### src/rtl/rpsc_pkg.sv
// Shared types for the RF-on permit sequencer: state and fault encodings,
// per-state permit masks and the abort-cause helper.
package rpsc_pkg;

   typedef enum logic [2:0] {
      S_IDLE    = 3'd0,
      S_G2_PERM = 3'd1,
      S_G2_ON   = 3'd2,
      S_DR_PERM = 3'd3,
      S_DR_ON   = 3'd4,
      S_RF_RED  = 3'd5,
      S_RF_FULL = 3'd6,
      S_FAULT   = 3'd7
   } seq_state_t;

   typedef enum logic [3:0] {
      FC_NONE    = 4'd0,
      FC_INTLK   = 4'd1,
      FC_G2_TO   = 4'd2,
      FC_DR_TO   = 4'd3,
      FC_G2_LOSS = 4'd4,
      FC_DR_LOSS = 4'd5
   } fault_code_t;

   // {g2_perm, g2_on, dr_perm, dr_on, rf_red, rf_full}
   localparam logic [5:0] PM_NONE    = 6'b000000;
   localparam logic [5:0] PM_G2_PERM = 6'b100000;
   localparam logic [5:0] PM_G2_ON   = 6'b110000;
   localparam logic [5:0] PM_DR_PERM = 6'b111000;
   localparam logic [5:0] PM_DR_ON   = 6'b111100;
   localparam logic [5:0] PM_RF_RED  = 6'b111110;
   localparam logic [5:0] PM_RF_FULL = 6'b111111;

   function automatic logic [5:0] perm_mask(seq_state_t s);
      logic [5:0] m;
      m = PM_NONE;
      unique case (s)
         S_G2_PERM: m = PM_G2_PERM;
         S_G2_ON:   m = PM_G2_ON;
         S_DR_PERM: m = PM_DR_PERM;
         S_DR_ON:   m = PM_DR_ON;
         S_RF_RED:  m = PM_RF_RED;
         S_RF_FULL: m = PM_RF_FULL;
         default:   m = PM_NONE;
      endcase
      return m;
   endfunction

   function automatic fault_code_t abort_cause(
      seq_state_t s,
      logic       ilk,
      logic       g2,
      logic       dr
   );
      fault_code_t c;
      c = FC_NONE;
      if (s != S_IDLE && s != S_FAULT) begin
         if (!ilk)
            c = FC_INTLK;
         else if (!g2 && s inside {S_DR_PERM, S_DR_ON,
                                   S_RF_RED, S_RF_FULL})
            c = FC_G2_LOSS;
         else if (!dr && s inside {S_RF_RED, S_RF_FULL})
            c = FC_DR_LOSS;
      end
      return c;
   endfunction

endpackage

### src/rtl/rpsc_ms_timer.sv
// Millisecond prescaler plus saturating ms counter with synchronous clear;
// also exposes the count that the next clock edge will load.
module rpsc_ms_timer
#(
   parameter int unsigned CLK_PER_MS = 50000,
   parameter int unsigned MS_W       = 16
)
(
   input  logic            clk_i,
   input  logic            rst_ni,
   input  logic            clr_i,
   output logic [MS_W-1:0] ms_cnt_o,
   output logic [MS_W-1:0] ms_nxt_o
);

   localparam int unsigned PW = (CLK_PER_MS > 1) ? $clog2(CLK_PER_MS) : 1;
   localparam logic [PW-1:0] PRE_TOP = PW'(CLK_PER_MS - 1);

   logic [PW-1:0]   pre_q, pre_d;
   logic [MS_W-1:0] cnt_q, cnt_d;
   logic            tick;

   assign tick = (pre_q == PRE_TOP);

   always_comb begin
      pre_d = tick ? '0 : pre_q + 1'b1;
      cnt_d = (tick && cnt_q != '1) ? cnt_q + 1'b1 : cnt_q;
   end

   always_ff @(posedge clk_i or negedge rst_ni) begin
      if (!rst_ni) begin
         pre_q <= '0;
         cnt_q <= '0;
      end else if (clr_i) begin
         pre_q <= '0;
         cnt_q <= '0;
      end else begin
         pre_q <= pre_d;
         cnt_q <= cnt_d;
      end
   end

   assign ms_cnt_o = cnt_q;
   assign ms_nxt_o = cnt_d;

endmodule

### src/rtl/rpsc_rf_permit_seq.sv
// RF-on permit sequencer driving the card-11 permit inputs.
// Define RPSC_FAULT_CODE_EN to add the latched fault_code output.
module rpsc_rf_permit_seq
   import rpsc_pkg::*;
#(
   parameter int unsigned CLK_PER_MS    = 50000,
   parameter int unsigned DWELL_MS      = 10,
   parameter int unsigned CA_DELAY_MS   = 100,
   parameter int unsigned FB_TIMEOUT_MS = 200,
   parameter int unsigned REDUCED_MS    = 500,
   parameter int unsigned MS_W          = 16
)
(
   input  logic       clk,
   input  logic       reset,
   input  logic       reset_hold_error,
   input  logic       on_req,
   input  logic       full_req,
   input  logic       interlock_ok,
   input  logic       g2_fb,
   input  logic       dr_fb,
   output logic       g2_on_perm,
   output logic       g2_on,
   output logic       dr_amp_on_perm,
   output logic       dr_amp_on,
   output logic       rf_reduced_permitted,
   output logic       rf_permitted,
   output logic       ca_delay,
   output logic       fault,
   output logic [2:0] seq_state
`ifdef RPSC_FAULT_CODE_EN
   ,
   output logic [3:0] fault_code
`endif
);

   localparam logic [MS_W-1:0] DWELL_C = MS_W'(DWELL_MS);
   localparam logic [MS_W-1:0] CA_C    = MS_W'(CA_DELAY_MS);
   localparam logic [MS_W-1:0] FBTO_C  = MS_W'(FB_TIMEOUT_MS);
   localparam logic [MS_W-1:0] RED_C   = MS_W'(REDUCED_MS);

   seq_state_t      state_q, state_d;
   fault_code_t     cause;
   logic [MS_W-1:0] ms_cnt, ms_nxt;
   logic            tmr_clr;
   logic            active;

   assign tmr_clr = (state_d != state_q);

   rpsc_ms_timer #(
      .CLK_PER_MS (CLK_PER_MS),
      .MS_W       (MS_W)
   ) u_timer (
      .clk_i    (clk),
      .rst_ni   (reset),
      .clr_i    (tmr_clr),
      .ms_cnt_o (ms_cnt),
      .ms_nxt_o (ms_nxt)
   );

   always_ff @(posedge clk or negedge reset) begin
      if (!reset)
         state_q <= S_IDLE;
      else
         state_q <= state_d;
   end

   // Steps test the count about to load, so an N ms dwell ends exactly
   // N*CLK_PER_MS cycles after entry.
   always_comb begin
      state_d = state_q;
      cause   = abort_cause(state_q, interlock_ok, g2_fb, dr_fb);
      active  = (state_q != S_IDLE) && (state_q != S_FAULT);
      if (cause != FC_NONE) begin
         state_d = S_FAULT;
      end else if (active && !on_req) begin
         state_d = S_IDLE;
      end else begin
         unique case (state_q)
            S_IDLE:
               if (on_req && interlock_ok) state_d = S_G2_PERM;
            S_G2_PERM:
               if (ms_nxt == DWELL_C) state_d = S_G2_ON;
            S_G2_ON:
               if (g2_fb && ms_nxt >= CA_C)
                  state_d = S_DR_PERM;
               else if (!g2_fb && ms_nxt >= FBTO_C)
                  state_d = S_FAULT;
            S_DR_PERM:
               if (ms_nxt == DWELL_C) state_d = S_DR_ON;
            S_DR_ON:
               if (dr_fb)
                  state_d = S_RF_RED;
               else if (ms_nxt >= FBTO_C)
                  state_d = S_FAULT;
            S_RF_RED:
               if (full_req && ms_nxt >= RED_C) state_d = S_RF_FULL;
            S_RF_FULL:
               if (!full_req) state_d = S_RF_RED;
            S_FAULT:
               if (reset_hold_error && !on_req) state_d = S_IDLE;
            default:
               state_d = S_IDLE;
         endcase
      end
   end

   always_comb begin
      {g2_on_perm, g2_on, dr_amp_on_perm,
       dr_amp_on, rf_reduced_permitted, rf_permitted} = perm_mask(state_q);
      ca_delay  = (state_q == S_G2_ON) && (ms_cnt < CA_C);
      fault     = (state_q == S_FAULT);
      seq_state = state_q;
   end

`ifdef RPSC_FAULT_CODE_EN
   fault_code_t fc_q, fc_d;

   always_comb begin
      fc_d = fc_q;
      if (state_d == S_FAULT && state_q != S_FAULT) begin
         if (cause != FC_NONE)
            fc_d = cause;
         else if (state_q == S_G2_ON)
            fc_d = FC_G2_TO;
         else
            fc_d = FC_DR_TO;
      end else if (state_d != S_FAULT) begin
         fc_d = FC_NONE;
      end
   end

   always_ff @(posedge clk or negedge reset) begin
      if (!reset)
         fc_q <= FC_NONE;
      else
         fc_q <= fc_d;
   end

   assign fault_code = fc_q;
`endif

endmodule
### config.mk
export PLATFORM = sky130hd
export DESIGN_NAME = rpsc_rf_permit_seq
export DESIGN_NICKNAME = d
export VERILOG_FILES = /design/src/rtl/rpsc_pkg.sv /design/src/rtl/rpsc_ms_timer.sv /design/src/rtl/rpsc_rf_permit_seq.sv
export SDC_FILE = /design/constraint.sdc
export NUM_CORES = 1
export LEC_CHECK = 0
export BUFFER_PORTS_ARGS = -buffer_cell sky130_fd_sc_hd__buf_2
export CORE_MARGIN = 4
export CORE_UTILIZATION = 40
export CTS_CLUSTER_SIZE = 14
export DETAILED_ROUTE_END_ITERATION = 10
export PLACE_DENSITY = 0.61
export SLEW_MARGIN = 20
export SYNTH_ARGS = -nofsm -noshare
export SYNTH_HDL_FRONTEND = slang
export SYNTH_SLANG_ARGS = --single-unit
### constraint.sdc
create_clock -name clk -period 3.2 [get_ports clk]
set_clock_uncertainty 0.05 [all_clocks]
set_input_delay 0.48 -clock clk [delete_from_list [all_inputs] [get_ports clk]]
set_output_delay 0.48 -clock clk [all_outputs]
set_load 0.02 [all_outputs]
==> summary.txt, run 1 <==
Clock tree
  – CTS Sinks: 35
  – Htree depth: 2
  – Maximum root-to-sink buffer count: 2
  – CTS buffer count: 5
  – Root buffer cell: clkbuf_8
  – Worst-Skew Late Latency: 0.29 ns
  – Hold Buf Count CTS: 0
  – CTS tree: yes
  – Reg clk slew, reported paths: roughly 0.070 ns

Worst setup path
  – Critical setup path kind: reg -> reg
  – Critical path peak fanout: 8
  – Required time worst endpoint: 3.35 ns
  – Crit path from: u_timer.pre_q[13]$_DFF_PN0_
  – Arrival @ worst endpoint: around 3.4 ns
  – Worst r2r src: u_timer.pre_q[13]$_DFF_PN0_
  – Worst setup EP type: flip-flop
  – Startpoint types: flip-flop

Layout
  – N_diodes: 0
  – Filler cells: 666
  – Final Non-Filler Cells: 587
  – Design Area, Final: 4870 um2
  – Fin util: 0.593
  – Reg area: 877 um2
  – Layout cells sized above 1: 0.413
  – Most common cell after layout, fill and taps aside: buf_4
  – Most frequent cells in the layout: 74 x buf_4, 43 x nand2_1, 34 x dfrtp_1, 30 x nor2_1, 24 x nand3_1
  – NumNets Final: 491
  – Multi-input gate area: 2750 um2
  – Area growth from synthesis to layout: 44.7%

Routing
  – Via/cell ratio: 5.97
  – Post-detailed-route count of antenna-violating nets: 0
  – DRT iter0 DRCs: 179
  – TritonRoute pass-1 iters: 5
  – Final wirelength: 11,000 um
  – DR vias: ~3,500
  – Residual DRC: 0
  – Avg WL per Cell: 18.8 um

Synthesis
  – Synth Warn #: 0
  – Post-synthesis xor/xnor area fraction: 0.0884
  – Synthesized area: 3370 um2
  – Asr flop ratio synth: 1.00
  – Main combinational cell family by area after synthesis: simple AND/OR/NAND/NOR gates
  – Sequential area share after synthesis: 0.260
  – Distinct cells, synth: 69
  – Adder-cell area share of the yosys netlist: 0.00743
  – Syn Nets: 408
  – Number of synthesized flops with an enable pin: 0
  – Synthesized instance count: a little under 400
  – Post-synthesis simple-gate area fraction: 0.411
  – Register bit count reported by yosys: 35
  – Mux cell area share after synthesis: 0.0134
  – Area fraction in compound gates after synthesis: 0.145
  – Syn Area/Cell: 8.47 um2
  – Most used DFF post-synth: dfrtp_1

Timing
  – Final WS setup: -0.0617 ns
  – Slew @ Worst Pin: 0.816 ns
  – Final count of pins violating max slew: 0
  – Hold Fails Final Rpt: 0
  – Final period utilization: 1.02
  – Relative slew slack: 0.456
  – RSZ-0062 raised after global routing: yes
  – Max Clock Freq: slightly above 300 MHz
  – Final setup fails: 29
  – Shortest period the worst path allows: 3.26 ns

Placement
  – Placed cell count: about 560
  – Placer's final routability congestion estimate: 0.931
  – I/O Buffers: 18
  – Placed instance area: 3960 um2
  – HPWL Detailed: 6530 um

Global route
  – Overflow after GRT: 0
  – Pin count of the biggest net entering global routing: 36
  – Initial antenna violation count: 0
  – Vias in the first global route: 3,090
  – First-pass GRT wire length: 15,500 um
  – GRT Resource Usage Total: 0.190

Die
  – Core area: 8220 um2
  – Die height: roughly 100 um
  – Io pins: 19
  – Die area: 9960 um2
  – Row cnt: 33
  – DIE WIDTH: 99.8 um
  – Starting Density: 0.410

Power
  – Design Power: 3.16 mW
  – P per Cell Area: 648 nW/um2
  – Maximum VDD drop: 0.602 mV
  – Leakage: 1.95 nW

Run status
  – Outcome: finished with violations
  – Failing checks: setup timing

Run
  – Max-Cap Viols: 0

Hold path
  – Worst hold path type: in -> async
## power breakdown
group	leakage [nW]	total [mW]	switching [mW]	internal [mW]
registers	0.476	0.501	0.0326	0.468
clock network	0.0654	0.479	0.167	0.312
logic	1.41	2.18	1.29	0.887
total	1.95	3.16	1.49	1.67
## cells in the mapped netlist (3+ instances only)
library cell  count  share of area
nor2_1           30          0.033
inv_1             8         0.0089
a31oi_1           4         0.0074
a21oi_1          12          0.018
nor3_1           12          0.018
xnor2_1          16          0.042
nand3_1          30          0.045
nand4_1          10          0.019
buf_4             7          0.016
xor2_1           18          0.047
nor3_2            3         0.0089
clkbuf_1         12          0.013
or2_2             4         0.0074
nand2b_1          3         0.0056
buf_6             7          0.023
mux2i_1           3         0.0089
nor4_1            6          0.011
o31ai_1           3         0.0067
buf_2             7          0.010
o21ai_0           9          0.013
a311o_1           3         0.0089
a21o_1            4         0.0089
or3_1             4         0.0074
nand2_1          47          0.052
nor2b_1           5         0.0093
and3_1            8          0.015
o22ai_1           4         0.0074
nor4_2           26          0.097
or4_1             4         0.0089
dfrtp_1          35           0.26
and4_1            3         0.0078
## area by class of cell
class | instances | share of cell area
tap | 105 | 0.0270
clock buffer | 6 | 0.0149
inverter | 8 | 0.00616
clock inverter | 2 | 0.0123
multi-input combinational | 323 | 0.564
timing repair buffer | 108 | 0.196
sequential | 35 | 0.180
## per-layer routing
| layer | wire length (um) | vias to the layer above | global-route usage |
|---|---|---|---|
| met1 | 4890 | 1735 | 0.271 |
| met5 | 0 | - | 0 |
| met3 | 390 | 17 | 0.0229 |
| met4 | 175 | 0 | 0.0368 |
| li1 | - | 1651 | - |
| met2 | 5600 | 101 | 0.312 |
## final timing paths
check	to	slack, ns	cells after the start
max reg2reg	u_timer.ms_cnt_o[15]$_DFF_PN0_	-0.06	12
max in group asynchronous	u_timer.ms_cnt_o[15]$_DFF_PN0_	2.31	1
max	u_timer.ms_cnt_o[15]$_DFF_PN0_	-0.06	12
min reg2reg	u_timer.pre_q[0]$_DFF_PN0_	0.58	2
min	u_timer.pre_q[6]$_DFF_PN0_	0.23	1
min in group clk	seq_state[0]$_DFF_PN0_	0.53	3
## kinds of logic after synthesis
logic type	after synthesis
adder cells (fa/ha/maj)	2
buffers and inverters	43
AO/OA/AOI/OAI	65
AND/OR/NAND/NOR	215
flip-flops	35
XOR/XNOR	34
multiplexers	4
## stage by stage
step	setup TNS, ns	hold WS (ns)	setup WS, ns
after floorplan	-0.0144	0.134	-0.0125
after global routing	-4.30	0.282	-0.187
after global placement	-5.26	0.485	-0.187
after CTS	0	0.243	0.00918
after detailed placement	-5.87	0.494	-0.226
final	-1.00	0.233	-0.0617
## what timing repair did
item / 4_1_cts / 5_1_grt
resized for setup: 12 / 60
gates cloned: 2 / 7
pin swaps: 1 / 42
setup endpoints to repair: 33 / 33
buffers inserted: 0 / 16
## critical path: stages, from the launching register on
cell	delay [ns]
dfrtp_1	0.42
nor4bb_4	0.36
nand4_1	0.19
buf_6	0.19
o311a_1	0.31
o311ai_2	0.30
nand4b_1	0.23
o21ai_1	0.12
o211ai_1	0.30
o211ai_4	0.13
buf_12	0.16
buf_12	0.14
nor4_2	0.25
## sequential cells by signal, indices dropped and copies added (netlist names)
name / flops
seq_state: 3
u_timer.ms_cnt_o: 16
u_timer.pre_q: 16
Power figures use the tool's default switching activity.
==> run 2: changes to the inputs <==
--- a/config.mk
+++ b/config.mk
@@ -11,6 +11,7 @@
 export CTS_CLUSTER_SIZE = 14
 export DETAILED_ROUTE_END_ITERATION = 10
 export PLACE_DENSITY = 0.61
+export REMOVE_ABC_BUFFERS = 1
 export SLEW_MARGIN = 20
 export SYNTH_ARGS = -nofsm -noshare
 export SYNTH_HDL_FRONTEND = slang
==> run 2 against run 1 <==
The flow still finishes with violations (setup timing). Final area fell by 6.2%. Routed wire length fell by 7.1%. Combinational power fell by 11%. Maximum frequency fell by 0.39%. Core utilization fell by 3.7 points. Count of clock-buffer cells in the layout fell by 1. Sequential share of layout area rose by 1.2 points. Total power fell by 8.1%.
==> summary.txt, run 2 (synthesis results as in run 1) <==
Routing
  – TritonRoute pass-1 iters: 6
  – Avg WL per Cell: 17.7 um
  – DR vias: 3,461
  – Residual DRC: 0
  – Via/cell ratio: 5.98
  – Final wirelength: slightly above 10,000 um
  – DRT iter0 DRCs: 218
  – Post-detailed-route count of antenna-violating nets: 0

Timing
  – Final WS setup: -0.0746 ns
  – Slew @ Worst Pin: 0.792 ns
  – RSZ-0062 raised after global routing: yes
  – Shortest period the worst path allows: 3.27 ns
  – Final period utilization: 1.02
  – Max Clock Freq: 305 MHz
  – Relative slew slack: 0.472
  – Final setup fails: 32
  – Hold Fails Final Rpt: 0
  – Final count of pins violating max slew: 0

Global route
  – Vias in the first global route: approximately 3,200
  – Overflow after GRT: 0
  – Initial antenna violation count: 0
  – GRT Resource Usage Total: 0.195
  – First-pass GRT wire length: 15,800 um
  – Pin count of the biggest net entering global routing: 36

Layout
  – Layout cells sized above 1: 0.388
  – NumNets Final: between 400 and 500
  – Most frequent cells in the layout: 67 x buf_4, 46 x nand2_1, 35 x dfrtp_1, 29 x nor2_1, 28 x nand3_1
  – N_diodes: 0
  – Final Non-Filler Cells: 579
  – Most common cell after layout, fill and taps aside: buf_4
  – Area growth from synthesis to layout: 35.7%

Clock tree
  – Root buffer cell: clkbuf_8
  – CTS Sinks: 35
  – CTS buffer count: 5
  – Maximum root-to-sink buffer count: 2
  – Reg clk slew, reported paths: 0.08 ns
  – Hold Buf Count CTS: 0
  – CTS tree: yes
  – Worst-Skew Late Latency: slightly below 0.3 ns
  – Htree depth: 2

Power
  – Design Power: 2.91 mW
  – P per Cell Area: 635 nW/um2
  – Leakage: 1.91 nW
  – Maximum VDD drop: roughly 0.56 mV

Worst setup path
  – Crit path max-delay cell type: or4_4
  – Required time worst endpoint: 3.33 ns
  – Cell Chain, Critical Path: ha_4, nand3_4, buf_6, a311o_1, o31a_1, a211oi_2, o211a_4, nand4b_1, or4_4, o211ai_4, buf_12, buf_12, nor4_1
  – Critical setup path kind: reg -> reg
  – R2r setup slk: -0.07 ns
  – Max stage delay on crit path: ~0.48 ns
  – Arrival @ worst endpoint: 3.41 ns
  – Startpoint types: flip-flop
  – Worst setup EP type: flip-flop
  – Critical path peak fanout: 12
  – CP most frequent cell: buf_12

Placement
  – HPWL Detailed: approximately 6800 um
  – I/O Buffers: 18
  – Pre-CTS WS: -0.313 ns
  – Placed cell count: 553
  – Placer's final routability congestion estimate: 0.965

Die
  – Starting Density: 0.410
  – Die area: 9960 um2
  – DIE WIDTH: 99.8 um
  – Die height: 99.8 um
  – Io pins: 19
  – Core area: 8220 um2
  – Row cnt: 33

Run status
  – Outcome: finished with violations
  – Failing checks: setup timing

Hold path
  – Worst hold path type: in -> async

Run
  – Max-Cap Viols: 0
run 2: cell count changes in the layout (fill, tap and decap cells not counted), moves of 3 or more:
cell	delta
nand3_1	+4
clkbuf_16	-3
nand2_2	-3
nor4_4	-16
nand2_1	+3
buf_4	-7
nor4_2	+15
nand3_2	-3
run 2: cell type report:
type | instances | area [um2]
Inverter | 8 | 30.0
Clock inverter | 3 | 67.6
Sequential cell | 35 | 876
Tap cell | 105 | 131
Fill cell | 722 | 3640
Timing Repair Buffer | 100 | 853
Clock buffer | 5 | 68.8
Multi-Input combinational cell | 323 | 2550
run 2: worst paths after layout:
kind	start	endpoint	depth (start not counted)
min	reset	u_timer.pre_q[10]$_DFF_PN0_	1
max reg2reg	u_timer.ms_cnt_o[0]$_DFF_PN0_	u_timer.ms_cnt_o[15]$_DFF_PN0_	13
max	u_timer.ms_cnt_o[0]$_DFF_PN0_	u_timer.ms_cnt_o[15]$_DFF_PN0_	13
min in group clk	interlock_ok	seq_state[0]$_DFF_PN0_	3
max in group asynchronous	reset	seq_state[2]$_DFF_PN0_	1
min reg2reg	u_timer.pre_q[2]$_DFF_PN0_	u_timer.pre_q[2]$_DFF_PN0_	3
run 2: what timing repair did:
item                                    in CTS  in global routing
resized for setup                           16                 38
setup buffers                                4                  8
cloned                                       3                  3
pin swaps                                    7                 13
endpoints found under the setup margin      33                 33
run 2: worst max-delay path, delay by kind of cell (launching register included):
family	cells	cell delay (ns)
AOI/OAI and AO/OA	5	1.28
adders and majority gates	1	0.18
buffers and inverters	3	0.41
DFF	1	0.43
and+or+nand+nor	4	0.80
run 2: per-stage QoR:
stage | utilization | instance area, um2 | hold slack (ns) | setup TNS [ns]
after floorplan | - | 3150 | 0.134 | -33.03
after detailed placement | 0.479 | 3930 | 0.511 | -9.03
after CTS | 0.517 | 4250 | 0.239 | -0.00655
final | 0.557 | 4570 | 0.215 | -1.84
after global routing | 0.557 | 4570 | 0.275 | -4.47
after global placement | 0.479 | 3930 | 0.488 | -8.72
run 2: metal layers:
layer  up-vias  global-route usage  wire length [um]
met4         0              0.0567               291
met2       106               0.320              4970
met1      1696               0.264              4560
met3        32              0.0320               450
met5         -                   0                 0
li1       1627                   -                 -
run 2: where the power goes:
| part | total, mW | switching (mW) | internal (mW) |
|---|---|---|---|
| logic | 1.93 | 1.12 | 0.810 |
| registers | 0.494 | 0.0261 | 0.468 |
| clock network | 0.483 | 0.172 | 0.311 |
==> run 3: changes to the inputs <==
--- a/config.mk
+++ b/config.mk
@@ -6,11 +6,13 @@
 export NUM_CORES = 1
 export LEC_CHECK = 0
 export BUFFER_PORTS_ARGS = -buffer_cell sky130_fd_sc_hd__buf_2
+export CELL_PAD_IN_SITES_DETAIL_PLACEMENT = 0
+export CELL_PAD_IN_SITES_GLOBAL_PLACEMENT = 2
 export CORE_MARGIN = 4
-export CORE_UTILIZATION = 40
+export CORE_UTILIZATION = 35
 export CTS_CLUSTER_SIZE = 14
 export DETAILED_ROUTE_END_ITERATION = 10
-export PLACE_DENSITY = 0.61
+export PLACE_DENSITY = 0.81
 export REMOVE_ABC_BUFFERS = 1
 export SLEW_MARGIN = 20
 export SYNTH_ARGS = -nofsm -noshare
==> run 3 against run 2 <==
The flow still finishes with violations (setup timing). Flip-flop and latch count stayed put. Core utilization decreased by 7.1 points. Critical path depth down 1. Non-clock buffer count up 5.
==> summary.txt, run 3 (synthesis results as in run 1) <==
Run status
  – Outcome: finished with violations
  – Failing checks: setup timing

Hold path
  – Worst hold path type: in -> async

Layout
  – NumNets Final: between 400 and 500
  – Final Non-Filler Cells: 607
  – Most frequent cells in the layout: 75 x buf_4, 47 x nand2_1, 35 x dfrtp_1, 29 x nor2_1, 29 x nand3_1
  – Area growth from synthesis to layout: 33.7%
  – Layout cells sized above 1: 0.372
  – N_diodes: 0
  – Most common cell after layout, fill and taps aside: buf_4

Timing
  – Final period utilization: 1.03
  – Final WS setup: -0.0916 ns
  – Shortest period the worst path allows: 3.29 ns
  – Hold Fails Final Rpt: 0
  – TNS Setup: -1.82 ns
  – RSZ-0062 raised after global routing: yes
  – Max Clock Freq: between 300 and 400 MHz
  – Final count of pins violating max slew: 0
  – Slew @ Worst Pin: 0.805 ns
  – Relative slew slack: 0.463
  – Final setup fails: 32

Routing
  – Final wirelength: 10,300 um
  – Post-detailed-route count of antenna-violating nets: 0
  – Via/cell ratio: 5.55
  – Residual DRC: 0
  – DRT iter0 DRCs: 198
  – DR vias: roughly 3,400
  – Avg WL per Cell: around 17 um
  – TritonRoute pass-1 iters: 4

Die
  – Die height: between 100 and 150 um
  – Core area: 9280 um2
  – DIE WIDTH: 106 um
  – Starting Density: 0.363
  – Io pins: 19
  – Die area: 11,300 um2
  – Row cnt: 35

Power
  – P per Cell Area: 596 nW/um2
  – Internal power: 1.40 mW
  – Clk pwr share: 0.120
  – Design Power: 2.68 mW
  – Switching power of the nets: 1.28 mW
  – Logic pwr share: 0.687
  – Sequential share of power: 0.192
  – Leakage: 1.88 nW
  – Switch share: 0.478
  – Maximum VDD drop: around 0.35 mV

Global route
  – Initial antenna violation count: 0
  – Gr busiest metal: met2
  – Vias in the first global route: 3,305
  – Overflow after GRT: 0
  – GRT Resource Usage Total: 0.185
  – Pin count of the biggest net entering global routing: 36
  – First-pass GRT wire length: 16,900 um
  – Met3 GRT Util: 0.0261
  – Grt met1 use: 0.251
  – Routing usage on met2: 0.307

Clock tree
  – Htree depth: 2
  – Hold Buf Count CTS: 0
  – Maximum root-to-sink buffer count: 2
  – Reg clk slew, reported paths: ~0.07 ns
  – CTS Sinks: 35
  – Root buffer cell: clkbuf_8
  – CTS tree: yes
  – CTS buffer count: 5
  – Worst-Skew Late Latency: 0.29 ns

Worst setup path
  – Startpoint types: flip-flop
  – Worst setup EP type: flip-flop
  – Critical path peak fanout: 9
  – Required time worst endpoint: 3.33 ns
  – R2R cell count: 12
  – Critical setup path kind: reg -> reg
  – Arrival @ worst endpoint: 3.43 ns

Run
  – Max-Cap Viols: 0

Placement
  – Placer's final routability congestion estimate: 0.866
  – HPWL Detailed: between 6000 and 7000 um
  – Pre-CTS WS: -0.379 ns
  – Placed cell count: 585
  – I/O Buffers: 18
==> run 3: cell count changes in the layout (fill, tap and decap cells not counted), sizes merged <==
cell and change:
clkinvlp -1, bufinv -2, clkinv +1, buf +6
==> run 3: final timing paths <==
path                                               start                            end  slack, ns
hold reg to reg               u_timer.pre_q[2]$_DFF_PN0_     u_timer.pre_q[2]$_DFF_PN0_       0.53
hold / removal                                     reset         seq_state[0]$_DFF_PN0_       0.23
max in group asynchronous                          reset  u_timer.ms_cnt_o[8]$_DFF_PN0_       2.35
setup reg to reg           u_timer.ms_cnt_o[1]$_DFF_PN0_    u_timer.pre_q[12]$_DFF_PN0_      -0.09
setup / recovery           u_timer.ms_cnt_o[1]$_DFF_PN0_    u_timer.pre_q[12]$_DFF_PN0_      -0.09
min in group clk                            interlock_ok         seq_state[0]$_DFF_PN0_       0.52
==> run 3: final cells by class <==
| class | count | area [um2] |
|---|---|---|
| clock buffers | 6 | 82.6 |
| clock inverters | 1 | 5.00 |
| fillers | 902 | 4780 |
| inverters | 8 | 30.0 |
| multi-input cells | 323 | 2490 |
| flip-flops and latches | 35 | 876 |
| well taps | 129 | 161 |
| repair buffers | 105 | 863 |
==> run 3: worst max-delay path, cell delays in order (launching register included) <==
cell      delay [ns]
dfrtp_1         0.42
ha_4            0.18
nand3_4         0.10
or4_4           0.63
nand4_4         0.11
mux2_4          0.31
o211a_4         0.29
a31oi_1         0.22
a211o_4         0.20
o211ai_4        0.10
buf_12          0.16
buf_12          0.14
nor4_2          0.28
==> run 3: power groups by stage <==
stage / registers [mW] / clock network [mW] / logic [mW]
after detailed placement: 0.524 / 0 / 1.49
after global routing: 0.523 / 0.360 / 1.97
after CTS: 0.515 / 0.339 / 1.63
after floorplan: 0.557 / 0 / 0.769
final: 0.516 / 0.323 / 1.84
after global placement: 0.523 / 0 / 1.48
==> run 3: metrics by stage <==
step                      hold slack [ns]   util  area (um2)
after CTS                           0.248  0.471        4370
after floorplan                     0.134      -        3150
after detailed placement            0.517  0.436        4050
final                               0.226  0.485        4500
after global routing                0.294  0.485        4500
after global placement              0.519  0.436        4050
==> run 3: timing repair <==
| item | in CTS | in global routing |
|---|---|---|
| setup buffers | 9 | 2 |
| pin swaps | 11 | 10 |
| gates cloned | 2 | 2 |
| setup endpoints to repair | 33 | 33 |
| hold endpoints to repair | 0 | 0 |
| gates resized for setup | 26 | 12 |
==> run 3: metal layers <==
layer / share of wire / wire (um) / up-vias
li1: - / - / 1639
met1: 0.45 / 4600 / 1629
met2: 0.50 / 5120 / 84
met3: 0.043 / 445 / 14
met4: 0.013 / 139 / 0
met5: 0 / 0 / -
